**config.mk**
```make
export PLATFORM = sky130hd
export DESIGN_NAME = ipbase_intf_axi_rd_slave_simplified_v0p1
export DESIGN_NICKNAME = d
export VERILOG_FILES = /design/src/rtl/ipbase_intf_axi_rd_slave_simplified_v0p1.sv
export SDC_FILE = /design/constraint.sdc
export NUM_CORES = 2
export LEC_CHECK = 0
export CAP_MARGIN = 20
export CELL_PAD_IN_SITES_DETAIL_PLACEMENT = 1
export CELL_PAD_IN_SITES_GLOBAL_PLACEMENT = 1
export CORE_MARGIN = 3
export CORE_UTILIZATION = 24
export DETAILED_ROUTE_END_ITERATION = 12
export PLACE_DENSITY = 0.47
export SLEW_MARGIN = 5
export SYNTH_ARGS = -nofsm -noshare
export SYNTH_HDL_FRONTEND = slang
export SYNTH_SLANG_ARGS = --single-unit
```
**constraint.sdc**
```tcl
create_clock -name sys_clk -period 40.6 [get_ports sys_clk]
set_input_delay 8.12 -clock sys_clk [delete_from_list [all_inputs] [get_ports sys_clk]]
set_output_delay 8.12 -clock sys_clk [all_outputs]
set_load 0.02 [all_outputs]
```
**src/rtl/ipbase_intf_axi_rd_slave_simplified_v0p1.sv**
```systemverilog
// ----------------------------------------------------------------------------
// ipbase_intf_axi_rd_slave_simplified_v0p1
//
// AXI4 read responder serving INCR bursts from a fixed-latency synchronous
// memory. An AR request is turned into one memory read per beat. A tag
// {valid, id, last, err} travels alongside each read for MEM_RD_LATENCY cycles.
// When the tag emerges, the memory word is pushed into a small output FIFO
// whose head drives the R channel. Reads are issued only while credit remains
// (FIFO_DEPTH - fifo_count - in_flight > 0). Because of this, R backpressure
// can never cause returning memory data to be dropped.
//
// Ports:
//   sys_clk, sys_rst      clock, synchronous active-high reset
//   s_axi_ar*             AR channel (id, byte address, len, size, burst, handshake)
//   s_axi_r*              R channel (id, data, resp, last, handshake)
//   mem_rd_en/addr/data   synchronous memory read port, data valid
//                         MEM_RD_LATENCY cycles after mem_rd_en
//   dfx_cfg0              bit0 = hold DFX counters at zero
//   dfx_sta0              {state, fifo_count, in_flight, ar_cnt, rlast_cnt}
//
// FSM states:
//   state    | meaning
//   ---------+-----------------------------------------------------------
//   ST_IDLE  | arready high, waiting for an AR handshake
//   ST_BURST | issuing one memory read per credited cycle until last beat
// ----------------------------------------------------------------------------
module ipbase_intf_axi_rd_slave_simplified_v0p1 #(
    parameter int AXI_ID_WIDTH   = 4,
    parameter int AXI_ADDR_WIDTH = 64,
    parameter int AXI_DATA_WIDTH = 512,
    parameter int MEM_ADDR_WIDTH = 16,
    parameter int MEM_RD_LATENCY = 2,
    parameter int FIFO_DEPTH     = 4
) (
    input  logic                      sys_clk,
    input  logic                      sys_rst,
    input  logic [AXI_ID_WIDTH-1:0]   s_axi_arid,
    input  logic [AXI_ADDR_WIDTH-1:0] s_axi_araddr,
    input  logic [7:0]                s_axi_arlen,
    input  logic [2:0]                s_axi_arsize,
    input  logic [1:0]                s_axi_arburst,
    input  logic                      s_axi_arvalid,
    output logic                      s_axi_arready,
    output logic [AXI_ID_WIDTH-1:0]   s_axi_rid,
    output logic [AXI_DATA_WIDTH-1:0] s_axi_rdata,
    output logic [1:0]                s_axi_rresp,
    output logic                      s_axi_rlast,
    output logic                      s_axi_rvalid,
    input  logic                      s_axi_rready,
    output logic                      mem_rd_en,
    output logic [MEM_ADDR_WIDTH-1:0] mem_rd_addr,
    input  logic [AXI_DATA_WIDTH-1:0] mem_rd_data,
    input  logic [31:0]               dfx_cfg0,
    output logic [31:0]               dfx_sta0
);

    localparam int               BYTE_SHIFT = $clog2(AXI_DATA_WIDTH / 8);
    localparam logic [2:0]       SIZE_C     = 3'(BYTE_SHIFT);
    localparam int               CNT_W      = $clog2(FIFO_DEPTH + 1);
    localparam int               PTR_W      = (FIFO_DEPTH > 1) ? $clog2(FIFO_DEPTH) : 1;
    localparam logic [CNT_W:0]   DEPTH_C    = (CNT_W + 1)'(FIFO_DEPTH);
    localparam logic [CNT_W-1:0] FULL_C     = CNT_W'(FIFO_DEPTH);
    localparam logic [PTR_W-1:0] PTR_MAX    = PTR_W'(FIFO_DEPTH - 1);
    localparam int               TAG_W      = AXI_ID_WIDTH + 3;
    localparam int               ENT_W      = AXI_ID_WIDTH + AXI_DATA_WIDTH + 2;

    typedef enum logic [1:0] {
        ST_IDLE  = 2'd0,
        ST_BURST = 2'd1
    } state_t;

    state_t                    state_q, state_d;
    logic                      arready_q, arready_d;
    logic [AXI_ID_WIDTH-1:0]   id_q, id_d;
    logic [MEM_ADDR_WIDTH-1:0] addr_q, addr_d;
    logic [7:0]                rem_q, rem_d;
    logic                      err_q, err_d;

    logic [TAG_W-1:0]          tag_q [MEM_RD_LATENCY];
    logic [TAG_W-1:0]          tag_d [MEM_RD_LATENCY];

    logic [ENT_W-1:0]          fifo_mem_q [FIFO_DEPTH];
    logic [ENT_W-1:0]          fifo_mem_d [FIFO_DEPTH];
    logic [PTR_W-1:0]          wr_ptr_q, wr_ptr_d;
    logic [PTR_W-1:0]          rd_ptr_q, rd_ptr_d;
    logic [CNT_W-1:0]          fifo_count_q, fifo_count_d;
    logic [CNT_W-1:0]          in_flight_q, in_flight_d;

    logic [7:0]                ar_cnt_q, ar_cnt_d;
    logic [7:0]                rlast_cnt_q, rlast_cnt_d;

    logic                      ar_hs;
    logic                      credit_ok;
    logic                      issue;
    logic                      issue_last;
    logic [TAG_W-1:0]          tag_out;
    logic                      push;
    logic [AXI_ID_WIDTH-1:0]   tag_id;
    logic                      tag_last;
    logic                      tag_err;
    logic                      pop;
    logic [ENT_W-1:0]          head;
    logic                      rvalid;
    logic                      unused_bits;

    function automatic logic [PTR_W-1:0] ptr_inc(input logic [PTR_W-1:0] p);
        return (p == PTR_MAX) ? '0 : p + 1'b1;
    endfunction

    // Credit uses only registered counts, so a pop this cycle frees a slot
    // from the next cycle onward.
    assign credit_ok  = ({1'b0, fifo_count_q} + {1'b0, in_flight_q}) < DEPTH_C;
    assign ar_hs      = s_axi_arvalid && arready_q;
    assign issue      = (state_q == ST_BURST) && credit_ok;
    assign issue_last = issue && (rem_q == 8'd0);

    // ------------------------------------------------------------------
    // Request FSM
    // ------------------------------------------------------------------
    always_comb begin
        state_d = state_q;
        id_d    = id_q;
        addr_d  = addr_q;
        rem_d   = rem_q;
        err_d   = err_q;
        case (state_q)
            ST_IDLE: begin
                if (ar_hs) begin
                    id_d    = s_axi_arid;
                    addr_d  = s_axi_araddr[MEM_ADDR_WIDTH+BYTE_SHIFT-1:BYTE_SHIFT];
                    rem_d   = s_axi_arlen;
                    err_d   = (s_axi_arsize != SIZE_C) || (s_axi_arburst != 2'b01);
                    state_d = ST_BURST;
                end
            end
            ST_BURST: begin
                if (issue) begin
                    // Word address wraps naturally at 2^MEM_ADDR_WIDTH.
                    addr_d = addr_q + 1'b1;
                    rem_d  = rem_q - 8'd1;
                    if (rem_q == 8'd0) begin
                        state_d = ST_IDLE;
                    end
                end
            end
            default: state_d = ST_IDLE;
        endcase
        // arready is registered so it rises the cycle after the last beat issues.
        arready_d = (state_d == ST_IDLE);
    end

    // ------------------------------------------------------------------
    // Tag pipeline, aligned with memory read latency
    // ------------------------------------------------------------------
    always_comb begin
        tag_d[0] = {issue, id_q, issue_last, err_q};
        for (int i = 1; i < MEM_RD_LATENCY; i++) begin
            tag_d[i] = tag_q[i-1];
        end
    end

    assign tag_out  = tag_q[MEM_RD_LATENCY-1];
    assign push     = tag_out[TAG_W-1];
    assign tag_id   = tag_out[TAG_W-2:2];
    assign tag_last = tag_out[1];
    assign tag_err  = tag_out[0];

    // ------------------------------------------------------------------
    // Output FIFO and in-flight accounting
    // ------------------------------------------------------------------
    assign rvalid = (fifo_count_q != '0);
    assign pop    = rvalid && s_axi_rready;
    assign head   = fifo_mem_q[rd_ptr_q];

    always_comb begin
        fifo_mem_d   = fifo_mem_q;
        wr_ptr_d     = wr_ptr_q;
        rd_ptr_d     = rd_ptr_q;
        fifo_count_d = fifo_count_q;
        in_flight_d  = in_flight_q;
        if (push) begin
            fifo_mem_d[wr_ptr_q] = {tag_id, mem_rd_data, tag_last, tag_err};
            wr_ptr_d             = ptr_inc(wr_ptr_q);
        end
        if (pop) begin
            rd_ptr_d = ptr_inc(rd_ptr_q);
        end
        case ({push, pop})
            2'b10:   fifo_count_d = fifo_count_q + 1'b1;
            2'b01:   fifo_count_d = fifo_count_q - 1'b1;
            default: fifo_count_d = fifo_count_q;
        endcase
        case ({issue, push})
            2'b10:   in_flight_d = in_flight_q + 1'b1;
            2'b01:   in_flight_d = in_flight_q - 1'b1;
            default: in_flight_d = in_flight_q;
        endcase
    end

    // ------------------------------------------------------------------
    // DFX counters
    // ------------------------------------------------------------------
    always_comb begin
        ar_cnt_d    = ar_cnt_q;
        rlast_cnt_d = rlast_cnt_q;
        if (dfx_cfg0[0]) begin
            ar_cnt_d    = '0;
            rlast_cnt_d = '0;
        end else begin
            if (ar_hs) begin
                ar_cnt_d = ar_cnt_q + 8'd1;
            end
            if (pop && s_axi_rlast) begin
                rlast_cnt_d = rlast_cnt_q + 8'd1;
            end
        end
    end

    // ------------------------------------------------------------------
    // Registers
    // ------------------------------------------------------------------
    always_ff @(posedge sys_clk) begin
        if (sys_rst) begin
            state_q      <= ST_IDLE;
            arready_q    <= 1'b0;
            id_q         <= '0;
            addr_q       <= '0;
            rem_q        <= '0;
            err_q        <= 1'b0;
            wr_ptr_q     <= '0;
            rd_ptr_q     <= '0;
            fifo_count_q <= '0;
            in_flight_q  <= '0;
            ar_cnt_q     <= '0;
            rlast_cnt_q  <= '0;
            for (int i = 0; i < MEM_RD_LATENCY; i++) begin
                tag_q[i] <= '0;
            end
        end else begin
            state_q      <= state_d;
            arready_q    <= arready_d;
            id_q         <= id_d;
            addr_q       <= addr_d;
            rem_q        <= rem_d;
            err_q        <= err_d;
            wr_ptr_q     <= wr_ptr_d;
            rd_ptr_q     <= rd_ptr_d;
            fifo_count_q <= fifo_count_d;
            in_flight_q  <= in_flight_d;
            ar_cnt_q     <= ar_cnt_d;
            rlast_cnt_q  <= rlast_cnt_d;
            tag_q        <= tag_d;
        end
    end

    // FIFO storage carries no reset; outputs are masked while it is empty.
    always_ff @(posedge sys_clk) begin
        fifo_mem_q <= fifo_mem_d;
    end

    // The credit scheme guarantees there is always room for returning data.
    always_ff @(posedge sys_clk) begin
        if (!sys_rst) begin
            assert (!(push && !pop && (fifo_count_q == FULL_C)));
        end
    end

    // ------------------------------------------------------------------
    // Outputs
    // ------------------------------------------------------------------
    assign s_axi_arready = arready_q;
    assign s_axi_rvalid  = rvalid;
    assign s_axi_rid     = rvalid ? head[ENT_W-1:AXI_DATA_WIDTH+2] : '0;
    assign s_axi_rdata   = rvalid ? head[AXI_DATA_WIDTH+1:2] : '0;
    assign s_axi_rlast   = rvalid && head[1];
    assign s_axi_rresp   = (rvalid && head[0]) ? 2'b10 : 2'b00;
    assign mem_rd_en     = issue;
    assign mem_rd_addr   = addr_q;
    assign dfx_sta0      = {state_q, 6'(fifo_count_q), 8'(in_flight_q), ar_cnt_q, rlast_cnt_q};

    // Only the word-address slice of araddr and bit0 of dfx_cfg0 are used.
    assign unused_bits = ^{s_axi_araddr, dfx_cfg0};

endmodule

```
Word level (Yosys, flattened, before mapping)
Index checks and enable logic that the tools add are counted.
Word-level totals
  flip-flop bits (word level): 2144
  bits of input ports: 629
  output and inout port bits: 570
  logic and storage cells: 88
Cells by class
  add/sub/neg operators: 11
  order comparisons: 4
  eq/ne operators: 11
  multiplexer cells: 23
  bitwise operators: 2
  reduce and logical (&&, ||, !) cells: 19
Operator list (count)
  2072-bit bitwise mux: 1
  518-bit two-way mux: 3
  518-bit binary-select mux with 2-bit select: 1
  518-bit demux with 2-bit select: 1
  512-bit two-way mux: 1
  16-bit two-way mux: 2
  16-bit one-hot mux with 2 select lines: 1
  16-bit by 1-bit adder with 16-bit output, second input constant: 1
  8-bit by 1-bit adder with 8-bit output, second input constant: 2
  8-bit two-way mux: 2
  8-bit one-hot mux with 2 select lines: 1
  2-bit two-way mux: 6
  3-bit one-hot mux with 2 select lines: 2
  2-bit == test, second input constant: 4
  1-bit logical AND: 8
  8-bit zero test: 1
  8-bit by 1-bit subtractor with 8-bit output, second input constant: 1
  3-bit by 1-bit adder with 3-bit output, second input constant: 2
  2-bit by 1-bit == test with 1-bit output, second input constant: 3
  3-bit greater-or-equal comparator, second input constant: 2
  2-bit NOT with 3-bit output: 2
  2-bit nonzero test: 3
  3-bit by 1-bit subtractor with 3-bit output, second input constant: 2
  2-bit by 1-bit adder with 2-bit output, second input constant: 2
  14 further kinds: 16

Depth between registers and ports, before layout
  depth in word-level cells: 6
  mapped depth: 9
  gate-level depth less buffers: 9

Worst setup path after synthesis
Ideal clock, no wire load.
  path type: register to register
  start point: register wr_ptr_q[0] (netlist name)
  end point: register fifo_mem_q[1554] (netlist bit), enable pin
  arrival: 12.209 ns
  setup slack: 27.443 ns
  stages on the path, launching flop included: 4
  path buffers: 0
  path through: dfxtp_1 -> inv_1 -> ha_1 -> and2_1
RTL lines
  end signal, assigned: line 258  | fifo_mem_q <= fifo_mem_d;
  end, declared: line 82  | logic [ENT_W-1:0] fifo_mem_q [FIFO_DEPTH];

Final worst setup path
  start point: register rd_ptr_q[0]
  end point: output port s_axi_rdata[9]
Between the ends
  cells in the longest elaborated chain, start to end: 5
RTL lines
  start, declared: line 85  | logic [PTR_W-1:0] rd_ptr_q, rd_ptr_d;
  start signal, assigned: line 247  | rd_ptr_q <= rd_ptr_d;
  2-bit NOT with 3-bit output (not written as such): line 173  | assign head = fifo_mem_q[rd_ptr_q];
  518-bit binary-select mux with 2-bit select: line 173
  518-bit two-way mux (not written as such) (2 in a row): line 173
  512-bit two-way mux: line 274  | assign s_axi_rdata = rvalid ? head[AXI_DATA_WIDTH+1:2] : '0;
  end, declared: line 45  | output logic [AXI_DATA_WIDTH-1:0] s_axi_rdata,
No other way between the ends. The select of a mux whose other input is x is not followed.

==> summary.md <==
| Metric | Value |
|---|---|
| CP bufs+invs | 5 |
| Final Slew Violations | 0 |
| Total global routing overflow | 0 |
| CP endpoint kind | output pin |
| CTS tree | yes |
| Synth warnings | 0 |
| Required time worst endpoint | 32.48 ns |
| # resized after CTS | 0 |
| Total power | 4.69 mW |
| Worst Clk Skew | 0.0329 ns |
| CP max FO | 38 |
| Vias in the first global route | 44000 |
| Setup repair bufs after CTS | 0 |
| CTS buffer count | 243 |
| Cell Area, Synth | 81600 um2 |
| Most used cell, CP | buf_4 |
| Largest net degree at the start of global routing | 144 |
| Critical path class | flip-flop to output pin |
| P per Cell Area | 44.3 nW/um2 |
| P&R area growth vs syn | 29.6% |
| GPL Wtd Cong | 0.734 |
| Remaining DRCs | 0 |
| First DRT Iteration DRCs | 2403 |
| Placement Setup Slack | 26.86 ns |
| End-of-flow core utilization | 31.3% |
| Post-synth ARST share | 0% |
| Clock Path Buffers | 4 |
| Global-route wire length before repair | 344000 um |
| Final Cell Area | 106000 um2 |
| Core Area | 337000 um2 |
| Synth Register Bits | 2144 |
| Main synth FF type | edfxtp_1 |
| GRT Total Usage | 13.7% |
| Antenna viol nets, final | 0 |
| Via/cell ratio | 4.23 |
| Tmin final | 14.23 ns |
| Lkg Pwr | 32.1 nW |
| RSZ-0062 raised after global routing | false |
| Die area | 347000 um2 |
| Top delay family on crit path | buffers and inverters |
| RR Startpoint | wr_ptr_q[0] |
| CTS Sinks | 2144 |
| Sum of net half-perimeters after detailed placement | 159000 um |
| First-pass DRT Iterations | 5 |
| Fin. Hold Viols | 0 |
| Peak VDD IR | 0.0000316 V |
| Worst-Margin Slew | 1.11 ns |
| Routed len/inst | 25.4 um |
| Worst R2R End | fifo_mem_q[1191] |
| R2R depth | 6 |
| Fraction of the yosys area taken by sequential cells | 78.1% |
| Critical Path Max Stage Delay | 0.78 ns |
| Slew margin rel. | 25.8% |
| Vias | 41000 |
| Layout cells sized above 1 | 18.2% |
| Htree depth | 4 |
| Setup slack after layout | 26.37 ns |
| EDFF count, synth | 2072 |
| Run status | finished clean |
| Startpoint class of the critical path | flip-flop |
| Critical path's slowest cell | buf_4 |
| CTS Hold Bufs | 0 |
| Nets | 5575 |
| Cell chain of the critical path | buf_4, buf_4, buf_4, buf_4, mux4_2, and2_1, clkdlybuf4s50_1 |
| Fmax | 70.3 MHz |
| Starting Density | 24.2% |
| Min-delay src | tag_d[6] |
| Chip Height | 589 um |
| Hold path endpoint | tag_out[6] |
| Flop2flop setup slack | 35.65 ns |
| Fin Setup TNS | 0 ns |
| Worst path arrival time | 6.11 ns |
| Post-Syn Instances | 3706 |
| Tcrit/Tclk final | 35.1% |
| Clock Latency Late Sink | 0.89 ns |
| Die X | 589 um |
| I/O Pins | 1199 |
| Max_cap viols | 0 |
| Min-Delay Path Class | flip-flop to flip-flop |
| Post-Synthesis Mean Instance Area | 22.0 um2 |
| Post-DP Area | 98000 um2 |
| Clk Tree Root Cell | clkbuf_16 |
| Clock Pin Slew Worst Setup and Hold Paths | 0.06 ns |
| Cell Rows | 213 |
| Distinct cells, synth | 55 |
| I/O Buffers | 1110 |
| Final WL | 246000 um |
| Hold Path Depth | 1 |
| Initial antenna violation count | 122 |
| Final setup violation count | 0 |
| Number of fill cells | 34100 |
## state kept, by name, summed over array words and instances, names as in the netlist
| register | flops |
|---|---|
| rem_q | 8 |
| tag_out | 7 |
| fifo_mem_q | 2072 |
| rlast_cnt_q | 8 |
| state_q | 2 |
| err_q | 1 |
| wr_ptr_q | 2 |
| ar_cnt_q | 8 |
| rd_ptr_q | 2 |
| tag_d | 7 |
| id_q | 4 |
| s_axi_arready | 1 |
| in_flight_q | 3 |
| fifo_count_q | 3 |
| mem_rd_addr | 16 |
## worst max-delay path by stage
stage                      from               end  slack (ns)  depth (start not counted)
global placement    rd_ptr_q[0]    s_axi_rdata[9]       26.83                          7
detailed placement  rd_ptr_q[0]    s_axi_rdata[9]       26.86                          7
CTS                 rd_ptr_q[0]    s_axi_rdata[9]       25.83                          7
finish              rd_ptr_q[0]    s_axi_rdata[9]       26.37                          7
floorplan           wr_ptr_q[0]  fifo_mem_q[1554]       27.44                          3
global route        rd_ptr_q[0]    s_axi_rdata[9]       25.72                          7
## synth_stat cells, types with 9 or more instances
cell type / number / area, um2
buf_4: 31 / 233
and2_1: 529 / 3310
inv_1: 17 / 63.8
clkbuf_1: 78 / 293
o21ai_0: 21 / 105
nand4_1: 9 / 56.3
nor2_1: 37 / 139
buf_2: 69 / 345
nand2_1: 30 / 113
dfxtp_1: 72 / 1440
xor2_1: 13 / 114
nor2b_1: 12 / 75.1
o32ai_1: 10 / 87.6
edfxtp_1: 2072 / 62200
ha_1: 14 / 175
mux4_2: 518 / 11700
a21oi_1: 36 / 180
buf_1: 26 / 97.6
nand3_1: 20 / 100
## power by group
group	switching (mW)	total, mW	internal, mW
Clock	0.888	2.11	1.22
Sequential	0.00349	2.43	2.43
Combinational	0.0700	0.148	0.0777
Total	0.961	4.69	3.72
## metal layers
| metal | track usage [%] | wire length, um |
|---|---|---|
| met5 | 0 | 618 |
| met2 | 22.6 | 119000 |
| met4 | 4.34 | 7630 |
| met1 | 16.0 | 95000 |
| met3 | 5.97 | 23800 |
## layout by cell type (no fill, tap or decap), types with 14 or more instances in the layout
cell | synthesis | layout
nor2_1 | 37 | 37
clkdlybuf4s50_1 | 0 | 1109
ha_1 | 14 | 14
diode_2 | 0 | 41
clkinv_2 | 0 | 49
o21ai_0 | 21 | 21
buf_4 | 31 | 54
a21oi_1 | 36 | 36
clkbuf_16 | 0 | 245
nand3_1 | 20 | 20
clkinv_1 | 0 | 45
clkbuf_1 | 78 | 70
inv_1 | 17 | 17
dfxtp_1 | 72 | 70
and2_1 | 529 | 525
edfxtp_1 | 2072 | 2072
nand2_1 | 30 | 30
bufinv_16 | 0 | 16
mux4_2 | 518 | 518
## metrics by stage
stage	hold WS [ns]	cells
floorplan	0.414	3715
global placement	0.425	9200
detailed placement	0.430	9200
CTS	0.443	9647
global route	0.465	9662
finish	0.438	9688
## area by class of cell
class                           count  area (um2)  area share (%)
Antenna cell                       41         103          0.0971
Sequential cell                  2144       63700            60.2
Timing Repair Buffer             1175       11700            11.1
Tap cell                         4515        5650            5.34
Clock buffer                      321        6480            6.13
Multi-Input combinational cell   1349       16900            16.0
Clock inverter                    126        1120            1.06
Inverter                           17        63.8          0.0604
## cell families after synthesis
| logic type | synth area share [%] |
|---|---|
| other | 0.00460 |
| DFF | 78.1 |
| adders and majority gates | 0.264 |
| xor gates and xnor gates | 0.172 |
| muxes | 14.3 |
| and+or+nand+nor | 5.15 |
| AOI/OAI and AO/OA | 0.726 |
| buffers and inverters | 1.28 |
Power figures use the tool's default switching activity.
